<file path="config.mk">
export PLATFORM = sky130hd
export DESIGN_NAME = bpd_bob
export DESIGN_NICKNAME = d
export VERILOG_FILES = /design/src/rtl/bpd_bob.sv
export SDC_FILE = /design/constraint.sdc
export NUM_CORES = 1
export LEC_CHECK = 0
export CAP_MARGIN = 0
export CORE_MARGIN = 8
export CORE_UTILIZATION = 40
export DETAILED_ROUTE_END_ITERATION = 10
export PLACE_DENSITY = 0.54
export REMOVE_ABC_BUFFERS = 1
export SLEW_MARGIN = 20
export SYNTH_ARGS = -nofsm -noshare
export SYNTH_HDL_FRONTEND = slang
export SYNTH_SLANG_ARGS = --single-unit
export TNS_END_PERCENT = 10
</file>
<file path="constraint.sdc">
create_clock -name clock -period 9.9 [get_ports clock]
set_input_delay 1.98 -clock clock [delete_from_list [all_inputs] [get_ports clock]]
set_output_delay 1.98 -clock clock [all_outputs]
set_load 0.05 [all_outputs]
</file>
<file path="src/rtl/bpd_bob.sv">
// Branch order buffer: snapshots predicted branches at fetch and turns in-order resolves into predictor updates.
// Optional retire/mispredict statistics counters are built when BPD_BOB_STATS_EN is defined.
module bpd_bob #(
  parameter int DEPTH    = 16,
  parameter int LOGDEPTH = 4
) (
  input  logic                clock,
  input  logic                reset_n,
  input  logic                flush_i,
  input  logic                alloc_valid_i,
  input  logic [63:0]         alloc_pc_i,
  input  logic [11:0]         alloc_bhr_i,
  input  logic [9:0]          alloc_lochist_i,
  input  logic                alloc_pred_i,
  input  logic                alloc_lpred_i,
  input  logic                alloc_ch_we_i,
  output logic                alloc_ready_o,
  input  logic                retire_valid_i,
  input  logic                retire_brdir_i,
  output logic [63:0]         bob_pc_r_o,
  output logic [11:0]         bob_bhr_r_o,
  output logic [9:0]          bob_lochist_r_o,
  output logic                bob_valid_r_o,
  output logic                bpd_rt_ud_o,
  output logic                bpd_rt_brdir_o,
  output logic                bpd_ch_we_o,
  output logic                bpd_ch_dir_o,
  output logic                bob_mispredict_o,
  output logic [LOGDEPTH:0]   bob_count_o,
  output logic                bob_underflow_o,
  output logic [31:0]         stat_retired_o,
  output logic [31:0]         stat_mispred_o
);

  typedef struct packed {
    logic [63:0] pc;
    logic [11:0] bhr;
    logic [9:0]  lochist;
    logic        pred;
    logic        lpred;
    logic        ch_we;
  } entry_t;

  localparam logic [LOGDEPTH:0] PTR_ONE   = (LOGDEPTH+1)'(1);
  localparam logic [LOGDEPTH:0] DEPTH_CNT = (LOGDEPTH+1)'(DEPTH);

  entry_t mem [DEPTH];

  logic [LOGDEPTH:0]   head, tail;
  logic [LOGDEPTH:0]   head_next, tail_next;
  logic [LOGDEPTH:0]   count_next;
  logic [LOGDEPTH-1:0] head_idx, tail_idx;
  entry_t              head_entry;
  entry_t              alloc_entry;
  logic                empty;
  logic                pop;
  logic                mispred;
  logic                drop;
  logic                push;
  logic                ready_q;
  logic                underflow_q;

  // Handshake: an entry is taken on a clock edge where alloc_valid_i and
  // alloc_ready_o are both high and no flush or mispredicting retire drops it;
  // fetch must hold alloc_valid_i and its payload until that edge.
  assign head_idx    = head[LOGDEPTH-1:0];
  assign tail_idx    = tail[LOGDEPTH-1:0];
  assign head_entry  = mem[head_idx];
  assign empty       = (head == tail);
  assign pop         = retire_valid_i & ~empty;
  assign mispred     = pop & (retire_brdir_i ^ head_entry.pred);
  assign drop        = flush_i | mispred;
  assign push        = alloc_valid_i & ready_q & ~drop;

  assign alloc_entry = '{pc:      alloc_pc_i,
                         bhr:     alloc_bhr_i,
                         lochist: alloc_lochist_i,
                         pred:    alloc_pred_i,
                         lpred:   alloc_lpred_i,
                         ch_we:   alloc_ch_we_i};

  // A mispredict pops the head and throws away every younger wrong-path entry.
  always_comb begin
    head_next = head;
    tail_next = tail;
    if (mispred) begin
      head_next = head + PTR_ONE;
      tail_next = head + PTR_ONE;
    end else begin
      if (pop)     head_next = head + PTR_ONE;
      if (push)    tail_next = tail + PTR_ONE;
      if (flush_i) head_next = tail_next;
    end
    count_next = tail_next - head_next;
  end

  always_ff @(posedge clock or posedge reset_n) begin
    if (reset_n) begin
      head        <= '0;
      tail        <= '0;
      ready_q     <= 1'b1;
      underflow_q <= 1'b0;
    end else begin
      head    <= head_next;
      tail    <= tail_next;
      ready_q <= (count_next != DEPTH_CNT);
      if (retire_valid_i && empty) underflow_q <= 1'b1;
    end
  end

  always_ff @(posedge clock) begin
    if (push) mem[tail_idx] <= alloc_entry;
  end

  // Strobes pulse for one cycle after a pop; snapshot fields hold until the next pop.
  always_ff @(posedge clock or posedge reset_n) begin
    if (reset_n) begin
      bob_pc_r_o       <= '0;
      bob_bhr_r_o      <= '0;
      bob_lochist_r_o  <= '0;
      bob_valid_r_o    <= 1'b0;
      bpd_rt_ud_o      <= 1'b0;
      bpd_rt_brdir_o   <= 1'b0;
      bpd_ch_we_o      <= 1'b0;
      bpd_ch_dir_o     <= 1'b0;
      bob_mispredict_o <= 1'b0;
    end else begin
      bob_valid_r_o    <= pop;
      bpd_rt_ud_o      <= pop;
      bpd_rt_brdir_o   <= pop & retire_brdir_i;
      bpd_ch_we_o      <= pop & head_entry.ch_we;
      bpd_ch_dir_o     <= pop & (retire_brdir_i ^ head_entry.lpred);
      bob_mispredict_o <= mispred;
      if (pop) begin
        bob_pc_r_o      <= head_entry.pc;
        bob_bhr_r_o     <= head_entry.bhr;
        bob_lochist_r_o <= head_entry.lochist;
      end
    end
  end

  assign alloc_ready_o   = ready_q;
  assign bob_count_o     = tail - head;
  assign bob_underflow_o = underflow_q;

`ifdef BPD_BOB_STATS_EN
  logic [31:0] stat_retired_q;
  logic [31:0] stat_mispred_q;

  always_ff @(posedge clock or posedge reset_n) begin
    if (reset_n) begin
      stat_retired_q <= '0;
      stat_mispred_q <= '0;
    end else begin
      if (pop && (stat_retired_q != 32'hFFFF_FFFF))
        stat_retired_q <= stat_retired_q + 32'd1;
      if (mispred && (stat_mispred_q != 32'hFFFF_FFFF))
        stat_mispred_q <= stat_mispred_q + 32'd1;
    end
  end

  assign stat_retired_o = stat_retired_q;
  assign stat_mispred_o = stat_mispred_q;
`else
  assign stat_retired_o = 32'h0;
  assign stat_mispred_o = 32'h0;
`endif

endmodule

</file>
### After elaboration in Yosys (flattened, before gate mapping)

Memory sizes are Yosys's and may differ from the RTL's.
Cells that the tools add are included.

* register bits after elaboration: 103
* memory bits (writable): 1424
* output and inout bits: 163
* word-level logic and storage cells: 39
* memories kept: 1

* add/sub/neg operators: 4
* equal/unequal tests: 2
* mux-type cells: 7
* bitwise logic cells: 12
* reduce and logical (&&, ||, !) cells: 1

Memory list
* mem: words 16, bits a word 89, read ports 1, clocked after memory_dff 0, wr ports 1, line 47 `entry_t mem [DEPTH];`

Operator list (count)
* $mux 5: 5
* $add 5x1->5 const B: 2
* $sub 5x5->5: 2
* $and 1x1->1: 7
* $eq 5x5->1: 1
* $ne 5x5->1 const B: 1
* $mux 1: 2
* $not 1->1: 2
* $xor 1x1->1: 2
* $logic_and 1x1->1: 1
* $or 1x1->1: 1

### Logic depth before layout (Yosys ltp)

Gate-level depths: netlist of the first run.

* depth after elaboration: 12
* depth in mapped cells: 21
* gate-level depth less buffers: 16

### Least setup slack after synthesis of the first run

No wires, ideal clock.

* kind: in2reg
* start: input retire_brdir_i
* end: memory mem[15][0] (netlist bit), enable pin
* setup time: 0.538 ns
* data arrival time: 6.429 ns
* data required time: 9.362 ns
* path slack: 2.933 ns
* stages on the path: 6
* buffers on the path: 1
* path through: nand2b_1 mux2_4 nand3_4 inv_4 buf_12 nor2_1

* word-level cells in the longest chain between the ends: 7

Ends and longest elaborated chain
* start, declared: line 19 `input logic retire_brdir_i,`
* $xor 1x1->1: line 71 `assign mispred = pop & (retire_brdir_i ^ head_entry.pred);`
* $and 1x1->1: line 71
* via mispred: line 57 `logic mispred;`
* $or 1x1->1: line 72 `assign drop = flush_i | mispred;`
* $not 1->1: line 73 `assign push = alloc_valid_i & ready_q & ~drop;`
* $and 1x1->1: line 73
* $mux 1: line 112 `if (push) mem[tail_idx] <= alloc_entry;`
* $mux 1 (not written as such): line 112
* end, declared: line 47

The timed path passes the listed nets, and every way through them passes these cells.

### Worst setup path in the final report of the first run

* start: register head[3]
* end: memory mem[7][35] (netlist bit), enable pin

* word-level cells in the longest chain between the ends: 9
* elaborated cells on any way between the ends: 11
* those cells by class: eq/ne (1); mux (2); bitwise (7); memory (1)

Ends and longest elaborated chain
* start, declared: line 49 `logic [LOGDEPTH:0] head, tail;`
* start signal, assigned: line 104 `head <= head_next;`
* parallel branches: the longest is 3 deep, another holds $mem_v2 16x89
* $and 1x1->1 (*): line 71
* $or 1x1->1 (*): line 72
* $not 1->1 (*): line 73
* $and 1x1->1 (*): line 73
* $mux 1 (*): line 112
* $mux 1 (not written as such) (*): line 112

Every way passes the cells marked *.

==> impl_metrics.toml, run 1 <==
[die]
die_area_sq_um = 159000
start_util_pct = 40.2
die_y_microns = 398
num_rows = 140
die_w_microns = 398
io_pins = 258
core_area_sq_um = 145000

[placement]
portBuffers = 193
pre_cts_ws_ps = 3140
numPlacedInstances = 4594
dp.final_hpwl_microns = 76900
gp_congestion = 0.771

[sta]
rsz0062_at_grt = "no"
finalSetupTns_ps = 0
maxSlewViolCount = 0
max_slew_margin_pct = 24.1
post-route-period-util_pct = 63.2
fmax_mhz = 160
finalCriticalPeriod_ps = 6250
hold_viol = 0
skew_ps = 23.2
tightest_slew_ps = 1140
layout_setup_ws_ps = 3650
finalSetupViolCount = 0
holdWs_ps = 471

[yosys]
synth.most_common_cell = "edfxtp_1"
synth_area_sq_um = 58500
synthDistinctLibCells = 57
yosys_warnings = 0
synth_cells = 2574
synth_largest_area_cell = "edfxtp_1"
ys_ff_latch = 1527
synth_flop_cell = "edfxtp_1"
syn_avg_cell_area_sq_um = 22.7
synth_edf_count = 1424
seq_area_frac_synth_pct = 77.5
synthArstFlopShare_pct = 6.75
synth_area_leaders = "edfxtp_1, mux4_2, dfrtp_1"
yosysTopAreaCellShare_pct = 73.1
yosys-top-cells-count = "edfxtp_1, mux4_2, nand2_1"

[clocking]
numCtsBuffers = 159
cts_setup_buffers = 0
root_buffer = "clkbuf_16"
path_clk_slew_ps = 60
cts_tree = "done"
h-tree-depth = 4
worstSkewPairLatency_ps = 780
clkSinkCount = 1527
post_cts_resized = 0
cts_hold_buf = 0
cts_buffer_depth = 3

[layout]
seqCellArea_sq_um = 45400
multi_input_area_sq_um = 12400
fillers = 11800
fin_cells = 4894
fin_util_pct = 46.5
layout-drive-gt1-share_pct = 24.8
synthToLayoutAreaGrowth_pct = 15.6
fin_nets = 2947

[critical_path]
end_kind = "flop"
start_kind = "flop"
arrival_ps = 6650
crit_slowest_cell = "and3_4"
crit_type = "flop to flop"
required_ps = 10300
crit_chain = "inv_6 -> ha_1 -> nand4_1 -> o21ai_4 -> buf_4 -> inv_4 -> nand3_4 -> inv_4 -> nor3_4 -> and3_4 -> buf_4"
cpPeakStageDelay_ps = 950
cp_max_fo = 52

[run_status]
status = "complete, no violations"

[route]
drc_errors = 0
ant_nets = 0
drt-vias-per-instance = 5.42
wl_microns = 137000
vias = 26500
wl_per_cell_microns = 28.1
drtIter0Drc = 2515
first_pass_iters = 6

[power_and_ir_drop]
ir_drop_uv = 142
p_leak_uw = 0.0218
power_density_nw_per_um2 = 290

[global_routing]
grt_antenna_before_repair = 13
grt_overflow = 0
grt_pass1_wl_microns = 200000
top_usage_layer = "met2"
grt_use_met2_pct = 26.9
grt_util_all_layers_pct = 17.3
grt_use_met3_pct = 3.42
use_met1_pct = 25.3
grt_pass1_vias = 28100
grt_max_degree = 71

[min_path]
hold_path_class = "flop to flop"

[flow_run]
drv_cap = 0
metrics by stage:
stage / instance area [sq um] / power (uW)
after floorplan: 57700 / 13000
after global placement: 62400 / 13900
after detailed placement: 62400 / 14000
after CTS: 67600 / 19900
after global routing: 67600 / 20400
final: 67600 / 19600
cell families after synthesis:
family / count (synthesis) / share of synthesized area, %
buffers and inverters: 203 / 1.88
AND/OR/NAND/NOR: 324 / 2.31
adder cells (fa/ha/maj): 14 / 0.312
multiplexers: 457 / 17.3
flip-flops: 1527 / 77.5
other: 1 / 0.00641
XOR/XNOR: 15 / 0.225
AO/OA/AOI/OAI: 33 / 0.415
worst max-delay path, delay by kind of cell, from the launching register on:
family / cells / cell delay, ps
flip-flops: 1 / 840
buffers and inverters: 5 / 2340
AO/OA/AOI/OAI: 1 / 160
AND/OR/NAND/NOR: 4 / 1870
adder cells (fa/ha/maj): 1 / 540
report_power, final:
| group | internal [uW] | switching (uW) |
|---|---|---|
| sequential | 7510 | 351 |
| combinational | 2540 | 3310 |
| clock | 3440 | 2440 |
| total | 13500 | 6110 |
layer usage:
| metal | vias to the layer above | share of wire, % |
|---|---|---|
| met1 | 14400 | 45 |
| met3 | 179 | 6.2 |
| met4 | 2 | 1.7 |
| li1 | 11100 | - |
| met2 | 819 | 47 |
| met5 | - | 0.0095 |
cell type report:
type,instances,share of cell area [%]
inverters,13,0.0944
repair buffers,230,3.30
multi-input cells,907,18.3
clock buffers,218,6.46
well taps,1917,3.55
diodes,5,0.0185
clock inverters,77,1.20
flip-flops and latches,1527,67.1
flip-flops by register name (all words and copies together), names as in the netlist:
signal / cells
head: 5
mem: 1424
bpd_ch_we_o: 1
bob_underflow_o: 1
bpd_rt_ud_o: 1
bpd_ch_dir_o: 1
tail: 5
bpd_rt_brdir_o: 1
alloc_ready_o: 1
bob_bhr_r_o: 12
bob_pc_r_o: 64
bob_mispredict_o: 1
bob_lochist_r_o: 10
worst paths after layout:
| check | slack (ps) | to | startpoint | cells past startpoint |
|---|---|---|---|---|
| max | 3650 | mem[7][35] | head[3] | 11 |
| min | 470 | bob_pc_r_o[7] | bob_pc_r_o[7] | 2 |
| max reg2reg | 3650 | mem[7][35] | head[3] | 11 |
| min reg2reg | 470 | bob_pc_r_o[7] | bob_pc_r_o[7] | 2 |
| max in group asynchronous | 6940 | bob_pc_r_o[14] | reset_n | 3 |
| min in group asynchronous | 1660 | bob_pc_r_o[9] | reset_n | 2 |
placed cells by master, fill, tap and decap left out, types with 16 or more instances in the layout:
cell type,count
clkdlybuf4s50_1,193
nand2_1,270
clkinv_1,27
edfxtp_1,1424
dfrtp_1,99
conb_1,64
clkinv_2,16
buf_4,35
clkbuf_1,47
clkbuf_16,163
mux4_2,442
(Power assumes the default switching activity.)
==> run 2: changes to the inputs <==
- clock period: 9.9 -> 5.8 ns (I/O delays scaled with it)
==> impl_metrics.toml, run 2 (synthesized netlist as in run 1, its figures left out) <==
[die]
die_area_sq_um = 159000
die_w_microns = 398
die_y_microns = 398
io_pins = 258
core_area_sq_um = 145000
num_rows = 140
start_util_pct = 40.2

[power_and_ir_drop]
power_density_nw_per_um2 = 489
p_leak_uw = 0.0220
ir_drop_uv = 274
p_total_uw = 33300

[critical_path]
r2r_start = "head[3]"
start_kind = "flop"
end_kind = "primary output"
path_buf_inv = 2
arrival_ps = 3530
crit_family = "buffers and inverters"
cp_max_fo = 22
critPathLaunch = "head[3]"
r2r_slack_ps = 1370
crit_slowest_cell = "clkdlybuf4s50_1"
worstReg2RegEnd = "mem[9][4]"
cpPeakStageDelay_ps = 840
reg2reg_depth = 10
crit_chain = "inv_6 -> ha_1 -> a21oi_1 -> xnor2_1 -> clkdlybuf4s50_1"
crit_type = "flop to primary output"
required_ps = 4640

[route]
drt-vias-per-instance = 5.42
drc_errors = 0
wl_per_cell_microns = 28.2
ant_nets = 0
vias = 26600
wl_microns = 138000
drtIter0Drc = 2223
first_pass_iters = 5

[sta]
skew_ps = 23.9
tightest_slew_ps = 1090
fmax_mhz = 213
post-route-period-util_pct = 80.8
max_slew_margin_pct = 27.2
finalSetupTns_ps = 0
finalSetupViolCount = 0
hold_viol = 0
rsz0062_at_grt = "no"
maxSlewViolCount = 0
finalCriticalPeriod_ps = 4690

[layout]
largest_reg_flops = 1424
layout_commonest_cell = "edfxtp_1"
most-common-layout-cells = "edfxtp_1, mux4_2, nand2_1"
fin_nets = 2965
regMostFlops = "mem"
reg_top3 = "mem (1424), bob_pc_r_o (64), bob_bhr_r_o (12)"
layout-drive-gt1-share_pct = 25.6
synthToLayoutAreaGrowth_pct = 16.5
fin_util_pct = 46.8

[clocking]
numCtsBuffers = 157
cts_hold_buf = 0
root_buffer = "clkbuf_16"
h-tree-depth = 4
post_cts_resized = 0
cts_setup_buffers = 0
worstSkewPairLatency_ps = 770
cts_tree = "done"
path_clk_slew_ps = 60
clkSinkCount = 1527
cts_buffer_depth = 3

[placement]
portBuffers = 193
dp.final_hpwl_microns = 73700
gp_congestion = 0.743

[min_path]
hold_depth = 2
hp-start = "bob_pc_r_o[34]"
hold_path_class = "flop to flop"
holdPathEnd = "bob_pc_r_o[34]"

[global_routing]
grt_overflow = 0
grt_util_all_layers_pct = 17.4
grt_max_degree = 97
grt_pass1_wl_microns = 202000
grt_antenna_before_repair = 17
grt_pass1_vias = 28400

[run_status]
status = "complete, no violations"

[flow_run]
drv_cap = 0
run 2: power by group:
group / leakage, uW / switching [uW] / total, uW / internal (uW)
Sequential: 0.0141 / 546 / 13400 / 12800
Clock: 0.00249 / 4190 / 10100 / 5860
Combinational: 0.00541 / 5490 / 9860 / 4380
run 2: area by class of cell:
cell class,instances,area [sq um]
clock buffers,212,4300
well taps,1917,2400
fillers,11800,77300
clock inverters,76,845
repair buffers,250,2770
flip-flops and latches,1527,45400
diodes,5,12.5
inverters,13,63.8
multi-input cells,907,12400
run 2: per-layer routing:
metal  vias up  GRT usage [%]  routed length [microns]
li1      11100              -                        -
met3       192           3.22                     7760
met1     14500           24.6                    61000
met2       785           28.2                    66900
met4         6           4.35                     2630
met5         -              0                       34
run 2: worst max-delay path by stage:
stage / endpoint / slack (ps) / cells after the start
2_1_floorplan: mem[15][0] / -17680 / 7
3_3_place_gp: mem[11][1] / 1280 / 8
3_5_place_dp: mem[11][1] / 1210 / 8
4_1_cts: bob_count_o[4] / 990 / 7
5_1_grt: bob_count_o[4] / 890 / 7
6_report: bob_count_o[4] / 1110 / 5
run 2: worst register-to-register path: stages, from the launching register on:
cell     delay [ps]
dfrtp_1         790
inv_6           350
ha_1            460
nand4_1         200
o21ai_4         220
inv_4            80
nand3_4         120
inv_4           120
nor3_4          540
and3_4          850
buf_4           400
run 2: stage by stage:
step | instance area [sq um] | hold slack [ps] | instances | setup WS (ps)
5_1_grt | 68100 | 493 | 4904 | 888
3_5_place_dp | 62900 | 463 | 4613 | 1210
6_report | 68100 | 471 | 4907 | 1110
3_3_place_gp | 62900 | 457 | 4613 | 1280
2_1_floorplan | 57700 | 610 | 2447 | -17680
4_1_cts | 68100 | 477 | 4901 | 988
==> run 3: changes to the inputs <==
- clock period: 5.8 -> 4.8 ns (I/O delays scaled with it)
==> impl_metrics.toml, run 3 (synthesized netlist as in run 1, its figures left out) <==
[power_and_ir_drop]
p_comb_share_pct = 30.1
power_density_nw_per_um2 = 587
internal-power_uw = 27700
seq_power_share_pct = 39.9
switching_share_pct = 30.9
ir_drop_uv = 449
p_sw_uw = 12400
clock_power_share_pct = 30.0
p_leak_uw = 0.0221
p_total_uw = 40100

[critical_path]
worstReg2RegEnd = "mem[7][29]"
start_kind = "flop"
end_kind = "primary output"
crit_slowest_cell = "clkdlybuf4s50_1"
reg2reg_depth = 8
r2r_start = "head[3]"
crit_chain = "ha_1 -> fa_1 -> inv_1 -> a21o_1 -> a21oi_1 -> xnor2_1 -> clkdlybuf4s50_1"
critPathLaunch = "head[0]"
r2r_slack_ps = 720
cpPeakStageDelay_ps = 830
endpoint = "bob_count_o[4]"
arrival_ps = 3350
crit_type = "flop to primary output"
cp_max_fo = 16
required_ps = 3840

[route]
drc_errors = 0
vias = 26900
wl_microns = 142000
first_pass_iters = 5
ant_nets = 0
drt-vias-per-instance = 5.46
drtIter0Drc = 2355
wl_per_cell_microns = 28.8

[clocking]
worstSkewPairLatency_ps = 780
cts_buffer_depth = 3
post_cts_resized = 0
cts_hold_buf = 0
cts_tree = "done"
numCtsBuffers = 160
h-tree-depth = 4
root_buffer = "clkbuf_16"
clkSinkCount = 1527
cts_setup_buffers = 0
path_clk_slew_ps = 60

[sta]
fmax_mhz = 232
finalSetupTns_ps = 0
maxSlewViolCount = 0
post-route-period-util_pct = 89.9
finalSetupViolCount = 0
hold_viol = 0
finalCriticalPeriod_ps = 4310
max_slew_margin_pct = 34.4
holdWs_ps = 468
skew_ps = 19.5
tightest_slew_ps = 984
rsz0062_at_grt = "no"

[global_routing]
grt_pass1_vias = 29000
grt_antenna_before_repair = 12
grt_pass1_wl_microns = 206000
grt_overflow = 0
grt_util_all_layers_pct = 17.8
grt_max_degree = 170

[layout]
fin_nets = 2979
fillers = 11900
regMostFlops = "mem"
reg_top3 = "mem (1424), bob_pc_r_o (64), bob_bhr_r_o (12)"
most-common-layout-cells = "edfxtp_1, mux4_2, nand2_1"
layout-drive-gt1-share_pct = 25.9
layout_commonest_cell = "edfxtp_1"
synthToLayoutAreaGrowth_pct = 16.7
largest_reg_flops = 1424

[die]
io_pins = 258
start_util_pct = 40.2
num_rows = 140
core_area_sq_um = 145000
die_area_sq_um = 159000
die_y_microns = 398
die_w_microns = 398

[placement]
gp_congestion = 0.773
dp.final_hpwl_microns = 74200
portBuffers = 193

[min_path]
hold_path_class = "flop to flop"

[run_status]
status = "complete, no violations"

[flow_run]
drv_cap = 0
run 3: metal layers:
| layer | GRT usage (%) | vias up | share of wire (%) | wire, microns |
|---|---|---|---|---|
| li1 | - | 11200 | - | - |
| met1 | 25.0 | 14800 | 43 | 61400 |
| met2 | 29.4 | 838 | 49 | 70000 |
| met3 | 3.30 | 157 | 5.8 | 8160 |
| met4 | 3.88 | 2 | 1.5 | 2170 |
| met5 | 0 | - | 0.0092 | 13 |
run 3: power by group through the flow:
stage | Sequential (uW) | Clock [uW] | Combinational, uW
after global placement | 16200 | 0 | 12300
after global routing | 16100 | 12800 | 12900
after floorplan | 18100 | 0 | 5920
after CTS | 16000 | 12300 | 12300
after detailed placement | 16300 | 0 | 12300
final | 16000 | 12000 | 12100
run 3: cell type report:
| class | instances | area (sq um) | share of cell area (%) |
|---|---|---|---|
| antenna | 5 | 12.5 | 0.0183 |
| clock buffer | 218 | 4430 | 6.49 |
| clock inverter | 78 | 682 | 0.999 |
| inverter | 13 | 63.8 | 0.0935 |
| multi-input combinational | 907 | 12400 | 18.1 |
| sequential | 1527 | 45400 | 66.5 |
| tap | 1917 | 2400 | 3.52 |
| timing repair buffer | 261 | 2930 | 4.29 |
run 3: worst min path at each step:
stage,start,end,slack (ps),depth (start not counted)
2_1_floorplan,tail[1],head[1],610,1
5_1_grt,bob_pc_r_o[60],bob_pc_r_o[60],490,2
4_1_cts,bob_underflow_o,bob_underflow_o,480,1
6_report,bob_underflow_o,bob_underflow_o,470,1
3_3_place_gp,bob_lochist_r_o[3],bob_lochist_r_o[3],460,2
3_5_place_dp,bob_pc_r_o[54],bob_pc_r_o[54],460,2
run 3: stage by stage:
stage	std cells	utilization (%)	setup slack [ps]	area [sq um]
floorplan	2447	-	-18680	57700
global route	4922	46.9	325	68200
finish	4926	46.9	485	68200
detailed placement	4624	43.4	632	63100
CTS	4920	46.9	402	68200
global placement	4624	43.4	616	63100
run 3: worst max-delay path: cells and delay by family (launching register included):
family,cells,cell delay (ps)
XOR/XNOR,1,160
AO/OA/AOI/OAI,2,190
adder cells (fa/ha/maj),2,700
buffers and inverters,2,900
flip-flops,1,630
